### src/rtl/devil_snoop_resp_arbiter.sv
`default_nettype none
// devil_snoop_resp_arbiter - shares the ACE snoop-response CR/CD path between the normal responder and the devil injector.
// Rev 1.0
module devil_snoop_resp_arbiter #(
    parameter int C_ACE_DATA_WIDTH = 128,
    parameter int C_LINE_BEATS     = 4,
    parameter int C_CNT_WIDTH      = 16
) (
    input  logic                        ace_aclk,
    input  logic                        ace_aresetn,
    input  logic                        i_cfg_devil_prio,
    input  logic                        i_cfg_delay_en,
    input  logic [31:0]                 i_cfg_delay,
    input  logic                        i_nrm_req_valid,
    input  logic [4:0]                  i_nrm_crresp,
    output logic                        o_nrm_req_ready,
    input  logic                        i_nrm_cdvalid,
    input  logic [C_ACE_DATA_WIDTH-1:0] i_nrm_cddata,
    input  logic                        i_nrm_cdlast,
    output logic                        o_nrm_cdready,
    input  logic                        i_dev_req_valid,
    input  logic [4:0]                  i_dev_crresp,
    output logic                        o_dev_req_ready,
    input  logic                        i_dev_cdvalid,
    input  logic [C_ACE_DATA_WIDTH-1:0] i_dev_cddata,
    input  logic                        i_dev_cdlast,
    output logic                        o_dev_cdready,
    output logic                        o_crvalid,
    output logic [4:0]                  o_crresp,
    input  logic                        i_crready,
    output logic                        o_cdvalid,
    output logic [C_ACE_DATA_WIDTH-1:0] o_cddata,
    output logic                        o_cdlast,
    input  logic                        i_cdready,
    output logic [1:0]                  o_grant,
    output logic [2:0]                  o_state,
    output logic [C_CNT_WIDTH-1:0]      o_fwd_count,
    output logic                        o_err
);

    localparam int                BEAT_W    = $clog2(C_LINE_BEATS + 1);
    localparam logic [BEAT_W-1:0] LAST_BEAT = BEAT_W'(C_LINE_BEATS);

    typedef enum logic [2:0] {
        S_IDLE  = 3'd0,
        S_DELAY = 3'd1,
        S_CR    = 3'd2,
        S_CD    = 3'd3,
        S_DONE  = 3'd4
    } state_t;

    state_t                  state;
    logic [1:0]              grant;
    logic                    last_dev;
    logic [31:0]             delay_cnt;
    logic [BEAT_W-1:0]       beat_cnt;
    logic [4:0]              crresp_q;
    logic                    crvalid_q;
    logic [C_CNT_WIDTH-1:0]  fwd_count;
    logic                    err_q;

    logic                    any_req;
    logic                    pick_dev;
    logic                    accept;
    logic                    in_cd;
    logic                    sel_dev;
    logic                    src_valid;
    logic                    src_last;
    logic [C_ACE_DATA_WIDTH-1:0] src_data;
    logic                    cd_hs;
    logic [BEAT_W-1:0]       beat_num;

    // DEV wins on its own, under priority mode, or when NRM was granted last.
    assign any_req  = i_nrm_req_valid | i_dev_req_valid;
    assign pick_dev = i_dev_req_valid & (~i_nrm_req_valid | i_cfg_devil_prio | ~last_dev);
    // Ready is gated by reset so no accept can complete while reset is held.
    assign accept   = ace_aresetn & (state == S_IDLE) & any_req;

    assign o_dev_req_ready = accept & pick_dev;
    assign o_nrm_req_ready = accept & ~pick_dev;

    assign in_cd     = (state == S_CD);
    assign sel_dev   = grant[1];
    assign src_valid = sel_dev ? i_dev_cdvalid : i_nrm_cdvalid;
    assign src_last  = sel_dev ? i_dev_cdlast  : i_nrm_cdlast;
    assign src_data  = sel_dev ? i_dev_cddata  : i_nrm_cddata;
    assign cd_hs     = in_cd & src_valid & i_cdready;
    assign beat_num  = beat_cnt + 1'b1;

    assign o_cdvalid     = in_cd & src_valid;
    assign o_cdlast      = in_cd & src_last;
    assign o_cddata      = in_cd ? src_data : '0;
    assign o_nrm_cdready = in_cd & grant[0] & i_cdready;
    assign o_dev_cdready = in_cd & grant[1] & i_cdready;

    assign o_crvalid   = crvalid_q;
    assign o_crresp    = crresp_q;
    assign o_grant     = grant;
    assign o_state     = state;
    assign o_fwd_count = fwd_count;
    assign o_err       = err_q;

    always_ff @(posedge ace_aclk or negedge ace_aresetn) begin
        if (!ace_aresetn) begin
            state     <= S_IDLE;
            grant     <= 2'b00;
            last_dev  <= 1'b0;
            delay_cnt <= 32'd0;
            beat_cnt  <= '0;
            crresp_q  <= 5'd0;
            crvalid_q <= 1'b0;
            fwd_count <= '0;
            err_q     <= 1'b0;
        end else begin
            case (state)
                S_IDLE: begin
                    if (any_req) begin
                        grant    <= pick_dev ? 2'b10 : 2'b01;
                        crresp_q <= pick_dev ? i_dev_crresp : i_nrm_crresp;
                        if (pick_dev && i_cfg_delay_en && (i_cfg_delay != 32'd0)) begin
                            delay_cnt <= i_cfg_delay;
                            state     <= S_DELAY;
                        end else begin
                            crvalid_q <= 1'b1;
                            state     <= S_CR;
                        end
                    end
                end
                S_DELAY: begin
                    // The loaded value is used as-is; config inputs are not looked at here.
                    if (delay_cnt == 32'd1) begin
                        delay_cnt <= 32'd0;
                        crvalid_q <= 1'b1;
                        state     <= S_CR;
                    end else begin
                        delay_cnt <= delay_cnt - 32'd1;
                    end
                end
                S_CR: begin
                    if (i_crready) begin
                        crvalid_q <= 1'b0;
                        beat_cnt  <= '0;
                        state     <= crresp_q[0] ? S_CD : S_DONE;
                    end
                end
                S_CD: begin
                    if (cd_hs) begin
                        beat_cnt <= beat_num;
                        // A line ends on last or on the final beat, whichever comes first;
                        // any disagreement between the two is flagged.
                        if (src_last || (beat_num == LAST_BEAT)) begin
                            state <= S_DONE;
                            if (src_last != (beat_num == LAST_BEAT)) begin
                                err_q <= 1'b1;
                            end
                        end
                    end
                end
                S_DONE: begin
                    fwd_count <= fwd_count + 1'b1;
                    last_dev  <= grant[1];
                    grant     <= 2'b00;
                    state     <= S_IDLE;
                end
                default: begin
                    state <= S_IDLE;
                end
            endcase
        end
    end

endmodule
`default_nettype wire

### config.mk
export PLATFORM = sky130hd
export DESIGN_NAME = devil_snoop_resp_arbiter
export DESIGN_NICKNAME = d
export VERILOG_FILES = /design/src/rtl/devil_snoop_resp_arbiter.sv
export SDC_FILE = /design/constraint.sdc
export NUM_CORES = 1
export LEC_CHECK = 0
export ABC_AREA = 1
export ABC_CLOCK_PERIOD_IN_PS = 2300
export CORE_AREA = 2 2 182 184
export DETAILED_ROUTE_END_ITERATION = 10
export DIE_AREA = 0 0 184 186
export GPL_TIMING_DRIVEN = 0
export HOLD_SLACK_MARGIN = 0.05
export PLACE_DENSITY_LB_ADDON = 0.08
export SLEW_MARGIN = 20
export SYNTH_ARGS = -nofsm -noshare
export SYNTH_HDL_FRONTEND = slang
export SYNTH_SLANG_ARGS = --single-unit
### constraint.sdc
create_clock -name ace_aclk -period 2.3 [get_ports ace_aclk]
set_clock_uncertainty 0.15 [all_clocks]
set_input_delay 0.46 -clock ace_aclk [delete_from_list [all_inputs] [get_ports ace_aclk]]
set_output_delay 0.46 -clock ace_aclk [all_outputs]
set_load 0.02 [all_outputs]
==> reports/summary.md, run 1 <==
### Run status
- **run status** finished with violations
- **failing checks** negative setup slack

### STA
- **hold violation count in the final report** 0
- **share of the cycle needed by the critical path after routing** 1.03
- **headroom to the max-slew limit** 0.455
- **endpoints failing setup** 32
- **max-slew violations** 0
- **achievable frequency** 0.422 GHz
- **crit path time final** 2.37 ns
- **transition at the pin with the smallest max-transition slack** 0.814 ns
- **post-route worst setup slack** -0.0701 ns
- **unrepaired setup endpoints after global routing** true
- **sum of negative setup slack** -0.584 ns

### Clocking
- **TritonCTS clock tree** yes
- **CTS Root Cell** sky130_fd_sc_hd__clkbuf_16
- **Longest Clk Path Bufs** 2
- **CTS clk-pin slew, worst paths** 0.06 ns
- **# clock sinks** 64
- **CTS H-Tree Depth** 3
- **Skew-Pair Late Insertion Delay** 0.33 ns
- **number of buffers inserted during clock tree synthesis** 9

### Floorplanning
- **initial core utilization** 0.215
- **height of the die** 186 um
- **die outline area** 34200 um2
- **Die X-Extent** 184 um
- **FP Rows** 66
- **core region area** 32200 um2
- **IO Count** 472

### Logic synthesis
- **Synth top area share** 0.423
- **most repeated cell in the gate-level netlist after synthesis** sky130_fd_sc_hd__nand2_1
- **synth cell count leaders** 779 x sky130_fd_sc_hd__nand2_1, 173 x sky130_fd_sc_hd__inv_1, 95 x sky130_fd_sc_hd__nor2_1
- **post-synth top area cell** sky130_fd_sc_hd__nand2_1
- **share of async-settable or async-resettable flops after synthesis** 1.00
- **cell area after synthesis** 6920 um2
- **yosys synthesis warning count** 0
- **syn nets** 1644
- **distinct cell type count of the synthesized netlist** 35
- **number of enable flip-flop cells after synthesis** 0
- **sequential area share after synthesis** 0.232
- **Avg Inst Size Synth** 5.21 um2
- **leading cell types by total area after synthesis** sky130_fd_sc_hd__nand2_1 42%, sky130_fd_sc_hd__dfrtp_1 23%, sky130_fd_sc_hd__inv_1 9.4%
- **synthesized flop and latch total** 64
- **predominant post-synthesis flop cell** sky130_fd_sc_hd__dfrtp_1
- **number of cells produced by synthesis** 1328

### GRT
- **wire length of the first global-routing pass** 57200 um
- **Global Route Usage Sum** 0.224
- **number of global-route vias before repair** 9044
- **initial antenna violation count** 6
- **remaining global-route overflow** 0
- **pin count of the biggest net entering global routing** 49

### Worst setup path
- **start-to-end type of the worst setup path** flip-flop to primary output
- **Worst R2R End** o_fwd_count[14]
- **Worst setup SP type** flip-flop
- **count of cells along the worst register-to-register path** 11
- **Worst R2R Start** o_state[1]
- **data required time of the worst path** 1.69 ns
- **arrival time at the worst endpoint** 1.76 ns
- **Critical Path Sink Type** primary output
- **critical-path maximum fanout** 7
- **slack of the worst reg-to-reg path** 0.28 ns

### Drt
- **drt first-iter violations** 483
- **wire length after detailed routing** 42200 um
- **DR vias/cell** 4.26
- **drt first pass iters** 5
- **count of unresolved DRC violations after routing** 0
- **vias post-DR** 9647
- **post-DR wirelength/cell** 18.6 um
- **number of nets with antenna violations after routing** 0

### Power
- **power per unit of standard cell area** 913 nW/um2
- **maximum VDD drop** 0.478 mV
- **overall power** 13.1 mW
- **leak pwr** 7.98 nW

### Layout
- **fin nets** 2166
- **Post-Layout Cell Count** 2264
- **fraction of layout instances using a drive strength above 1** 0.285
- **area grow syn2layout** 107%
- **area of all placed cells without fillers** 14300 um2

### Run
- **Max Cap Viol** 0

### Placement
- **last weighted congestion value of the routability-driven placer** 0.881
- **Placement Cell Area** 12200 um2
- **IO Port Bufs** 471
- **worst slack, placed** -1.26 ns
- **post-DP HPWL** 33500 um
- **total placed cells including tap cells** 2208

### Min path
- **Hold WC Path Type** primary input to asynchronous set/reset pin

-- worst max-delay path by stage --
stage           startpoint         endpoint  slack [ns]  cells after the start
4_1_cts         o_state[2]     o_cddata[38]       -0.21                      8
2_1_floorplan   o_state[2]  o_nrm_req_ready       0.008                      7
3_5_place_dp    o_grant[1]     o_cddata[38]       -1.26                      8
6_report        o_state[2]     o_cddata[38]       -0.07                      9
5_1_grt         o_state[1]  o_nrm_req_ready       -0.15                      8
3_3_place_gp   ace_aresetn  o_nrm_req_ready       -2.81                      4
-- layout by cell type (no fill, tap or decap), types with 29 or more instances in the layout --
cell type                         instances
sky130_fd_sc_hd__nand2_1                643
sky130_fd_sc_hd__clkdlybuf4s50_1        335
sky130_fd_sc_hd__buf_6                  121
sky130_fd_sc_hd__inv_2                   94
sky130_fd_sc_hd__nor2_1                  90
sky130_fd_sc_hd__nand2_2                 81
sky130_fd_sc_hd__inv_1                   76
sky130_fd_sc_hd__dfrtp_1                 60
sky130_fd_sc_hd__nand2_4                 58
sky130_fd_sc_hd__buf_4                   35
sky130_fd_sc_hd__nand3_1                 29
-- metrics by stage --
step            util  hold slack [ns]
2_1_floorplan      -           0.0144
3_3_place_gp   0.377            0.295
3_5_place_dp   0.378            0.210
4_1_cts        0.395           0.0873
5_1_grt        0.445           0.0896
6_report       0.445           0.0702
-- flip-flops by register name (all words and copies together), names as in the netlist --
signal and cells:
o_state 3, delay_cnt 32, o_grant 2, o_err 1
beat_cnt 3, o_fwd_count 16, o_crresp 5, o_crvalid 1
last_dev 1
-- worst max-delay path, cell delays in order, from the launching register on --
cell and delay [ns]:
sky130_fd_sc_hd__dfrtp_2 0.44, sky130_fd_sc_hd__inv_2 0.08, sky130_fd_sc_hd__nand2_4 0.05, sky130_fd_sc_hd__nor2_4 0.10, sky130_fd_sc_hd__buf_12 0.15, sky130_fd_sc_hd__clkbuf_16 0.18, sky130_fd_sc_hd__buf_8 0.13, sky130_fd_sc_hd__nand2_2 0.07
sky130_fd_sc_hd__clkinv_4 0.09, sky130_fd_sc_hd__buf_6 0.13
-- cell families (layout without fill, tap and decap cells) --
| family | count (synthesis) | count (layout) | synth area share |
|---|---|---|---|
| other | 0 | 1 | 0 |
| and+or+nand+nor | 946 | 946 | 0.540 |
| adders and majority gates | 6 | 6 | 0.0109 |
| xor gates and xnor gates | 29 | 29 | 0.0367 |
| AOI/OAI and AO/OA | 48 | 48 | 0.0463 |
| muxes | 1 | 1 | 0.00145 |
| buffers and inverters | 234 | 761 | 0.133 |
| DFF | 64 | 64 | 0.232 |
-- power by group --
| part | internal [mW] | switching (mW) | leakage [nW] |
|---|---|---|---|
| clock network | 0.833 | 0.529 | 0.138 |
| logic | 4.15 | 5.63 | 7.01 |
| registers | 1.49 | 0.458 | 0.832 |
-- metal layers --
layer	share of wire	wire length [um]	vias up	track usage
met1	0.43	18100	4356	0.285
met3	0.085	3590	42	0.0745
met4	0.015	634	10	0.0397
met2	0.47	19800	291	0.370
met5	0.0015	64	-	0
li1	-	-	4948	-
-- final cells by class --
cell class / count / area (um2)
multi-input cells: 1030 / 5090
repair buffers: 512 / 5490
flip-flops and latches: 64 / 1610
plain buffers: 53 / 642
diodes: 1 / 2.50
clock inverters: 6 / 60.1
well taps: 408 / 510
inverters: 180 / 713
fillers: 3465 / 17900
clock buffers: 10 / 229
-- timing repair --
action | 4_1_cts | 5_1_grt
gates cloned | 0 | 20
endpoints found under the setup margin | 147 | 164
endpoints found under the hold margin | 16 | 0
hold buffers | 2 | 0
pin swaps | 2 | 30
resized for setup | 616 | 697
buffers inserted | 8 | 10
Power figures use the tool's default switching activity.
==> run 2, diff against run 1 <==
- CAP_MARGIN: default -> 20
==> results of run 2 <==
No change in the layout: final DEF, timing and power equal those of run 1.
==> run 3, diff against run 2 <==
- SETUP_SLACK_MARGIN: default -> 0.4
==> run 3 against run 2 <==
The flow finishes with violations (negative hold slack, negative setup slack). Worst hold slack got worse by 0.13 ns. Via count is 2.8% higher. Final area up 4.0%. Worst setup slack gained 0.016 ns. Critical path depth is the same. Maximum frequency grew 0.66%. Critical path type unchanged.
==> reports/summary.md, run 3 (synthesis results as in run 1) <==
### Run status
- **run status** finished with violations
- **failing checks** negative hold slack, negative setup slack

### STA
- **post-route worst setup slack** -0.0545 ns, +0.0156 ns
- **sum of negative setup slack** -0.281 ns, +0.303 ns
- **endpoints failing setup** 16, -50%
- **crit path time final** 2.35 ns, -0.0156 ns
- **headroom to the max-slew limit** 0.389, -0.0662
- **share of the cycle needed by the critical path after routing** 1.02, -0.00678
- **achievable frequency** 0.425 GHz, +0.66%
- **transition at the pin with the smallest max-transition slack** 0.913 ns, +0.0989 ns
- **hold violation count in the final report** 46, +46
- **WHS** -0.0570 ns, -0.127 ns
- **unrepaired setup endpoints after global routing** true
- **max-slew violations** 0, unchanged

### Worst setup path
- **count of cells along the worst register-to-register path** 13, +2
- **Worst R2R Start** o_state[2]
- **arrival time at the worst endpoint** 1.74 ns, -0.02 ns
- **Critical Path Sink Type** primary output
- **Worst setup SP type** flip-flop
- **slack of the worst reg-to-reg path** 0.22 ns, -0.06 ns
- **Worst R2R End** delay_cnt[23]
- **start-to-end type of the worst setup path** flip-flop to primary output
- **data required time of the worst path** 1.69 ns, about the same
- **critical-path maximum fanout** 4, -3

### Layout
- **fraction of layout instances using a drive strength above 1** 0.324, +0.0389
- **Largest register FFs** 32, unchanged
- **area grow syn2layout** 116%
- **number of filler cells placed in the layout** 3385, -2.3%
- **top library cells by usage in the layout, fill and taps aside** 651 x sky130_fd_sc_hd__nand2_1, 303 x sky130_fd_sc_hd__clkdlybuf4s50_1, 139 x sky130_fd_sc_hd__buf_6
- **register name with the most flops** delay_cnt
- **Layout Utilization** 0.463, +0.0179
- **fin nets** 2193, +1.2%
- **most common cell after layout, fill and taps aside** sky130_fd_sc_hd__nand2_1

### Floorplanning
- **die outline area** 34200 um2, unchanged
- **core region area** 32200 um2, unchanged
- **height of the die** 186 um, unchanged
- **initial core utilization** 0.215, unchanged
- **IO Count** 472, unchanged
- **FP Rows** 66, unchanged
- **Die X-Extent** 184 um, unchanged

### Drt
- **count of unresolved DRC violations after routing** 0, unchanged
- **wire length after detailed routing** 41800 um, -0.88%
- **drt first-iter violations** 488, +1.0%
- **vias post-DR** 9913, +2.8%
- **number of nets with antenna violations after routing** 0, unchanged
- **post-DR wirelength/cell** 18.2 um, -2.2%
- **DR vias/cell** 4.32, +1.4%
- **drt first pass iters** 6, +1

### Clocking
- **Skew-Pair Late Insertion Delay** 0.34 ns, about the same
- **Longest Clk Path Bufs** 2, unchanged
- **CTS Root Cell** sky130_fd_sc_hd__clkbuf_16
- **# clock sinks** 64, unchanged
- **CTS clk-pin slew, worst paths** 0.06 ns, about the same
- **CTS H-Tree Depth** 3, unchanged
- **TritonCTS clock tree** yes
- **number of buffers inserted during clock tree synthesis** 9, unchanged
- **cts hold-fix bufs** 1, -1

### Power
- **Psw** 6.77 mW, +2.4%
- **logic gate share of total power** 0.747, about the same
- **internal power summed over all cells** 7.00 mW, +8.0%
- **leak pwr** 8.33 nW, +4.4%
- **portion of total power attributed to the clock network** 0.112, +0.008
- **fraction of power consumed by sequential logic** 0.141, -0.008
- **fraction of power spent switching nets** 0.492, -0.0135
- **power per unit of standard cell area** 923 nW/um2, +1.1%
- **maximum VDD drop** 0.568 mV, +19%

### GRT
- **pin count of the biggest net entering global routing** 48, -2.0%
- **wire length of the first global-routing pass** 57200 um, about the same
- **initial antenna violation count** 12, +6
- **remaining global-route overflow** 0, unchanged
- **number of global-route vias before repair** 9103, +0.65%
- **Global Route Usage Sum** 0.224, +0.000655

### Placement
- **last weighted congestion value of the routability-driven placer** 0.910, +3.3%
- **post-DP HPWL** 33300 um, -0.66%
- **IO Port Bufs** 471, unchanged

### Min path
- **Hold WC Path Type** primary input to asynchronous set/reset pin

### Run
- **Max Cap Viol** 0, unchanged

-- run 3: critical path, cell delays in order (launching register included) --
cell and delay [ns]:
sky130_fd_sc_hd__dfrtp_2 0.42, sky130_fd_sc_hd__buf_4 0.15, sky130_fd_sc_hd__nor2_4 0.11, sky130_fd_sc_hd__inv_4 0.06
sky130_fd_sc_hd__nor2_4 0.14, sky130_fd_sc_hd__inv_2 0.08, sky130_fd_sc_hd__nor2_4 0.13, sky130_fd_sc_hd__clkinv_4 0.08
sky130_fd_sc_hd__nor3_4 0.11, sky130_fd_sc_hd__buf_6 0.15
-- run 3: per-stage QoR --
stage	power [mW]	setup WS (ns)	cell area (um2)	hold WS (ns)	cells
floorplan	6.46	0.336	7010	0.0144	1328
finish	13.8	-0.0545	14900	-0.0570	2294
global placement	9.52	-3.06	12200	0.312	2207
CTS	12.2	-0.0702	13400	-0.0371	2238
global route	14.8	-0.126	14900	-0.0365	2294
detailed placement	9.53	-0.696	12300	0.229	2208
-- run 3: layout make-up --
| class | count | area, um2 | area share |
|---|---|---|---|
| repair buffers | 538 | 5770 | 0.387 |
| multi-input cells | 1030 | 5190 | 0.348 |
| flip-flops and latches | 64 | 1610 | 0.108 |
| plain buffers | 54 | 773 | 0.0518 |
| inverters | 180 | 721 | 0.0483 |
| well taps | 408 | 510 | 0.0342 |
| clock buffers | 10 | 239 | 0.0160 |
| clock inverters | 6 | 92.6 | 0.00621 |
| diodes | 4 | 10.0 | 0.000671 |
-- run 3: how the worst max path moves through the flow --
stage	from	slack, ns	cells past startpoint	endpoint
after floorplan	o_state[2]	0.34	7	o_nrm_req_ready
after global placement	ace_aresetn	-3.06	4	o_nrm_req_ready
after detailed placement	i_nrm_req_valid	-0.70	6	o_nrm_req_ready
after CTS	o_state[2]	-0.07	9	o_cddata[100]
after global routing	o_state[2]	-0.13	9	o_nrm_req_ready
final	o_state[2]	-0.05	9	o_nrm_req_ready
-- run 3: metal layers --
metal	share of wire	vias up	track usage	routed length [um]
met3	0.084	54	0.0704	3500
li1	-	5007	-	-
met2	0.49	307	0.380	20300
met1	0.41	4529	0.272	17000
met4	0.022	16	0.0678	928
met5	0.0025	-	0	103
-- run 3: power by group through the flow --
stage | logic [mW] | registers, mW | clock network [mW]
2_1_floorplan | 4.48 | 1.98 | 0
3_3_place_gp | 7.57 | 1.95 | 0
3_5_place_dp | 7.59 | 1.94 | 0
4_1_cts | 8.67 | 1.92 | 1.57
5_1_grt | 11.2 | 2.00 | 1.62
6_report | 10.3 | 1.94 | 1.54
-- run 3: timing repair --
item                                   in CTS  in global routing
pin swaps                                   2                 64
gates resized for setup                   929                347
endpoints found under the hold margin      18                 46
setup buffers                               8                 42
setup endpoints to repair                 199                208
gates cloned                                5                 10
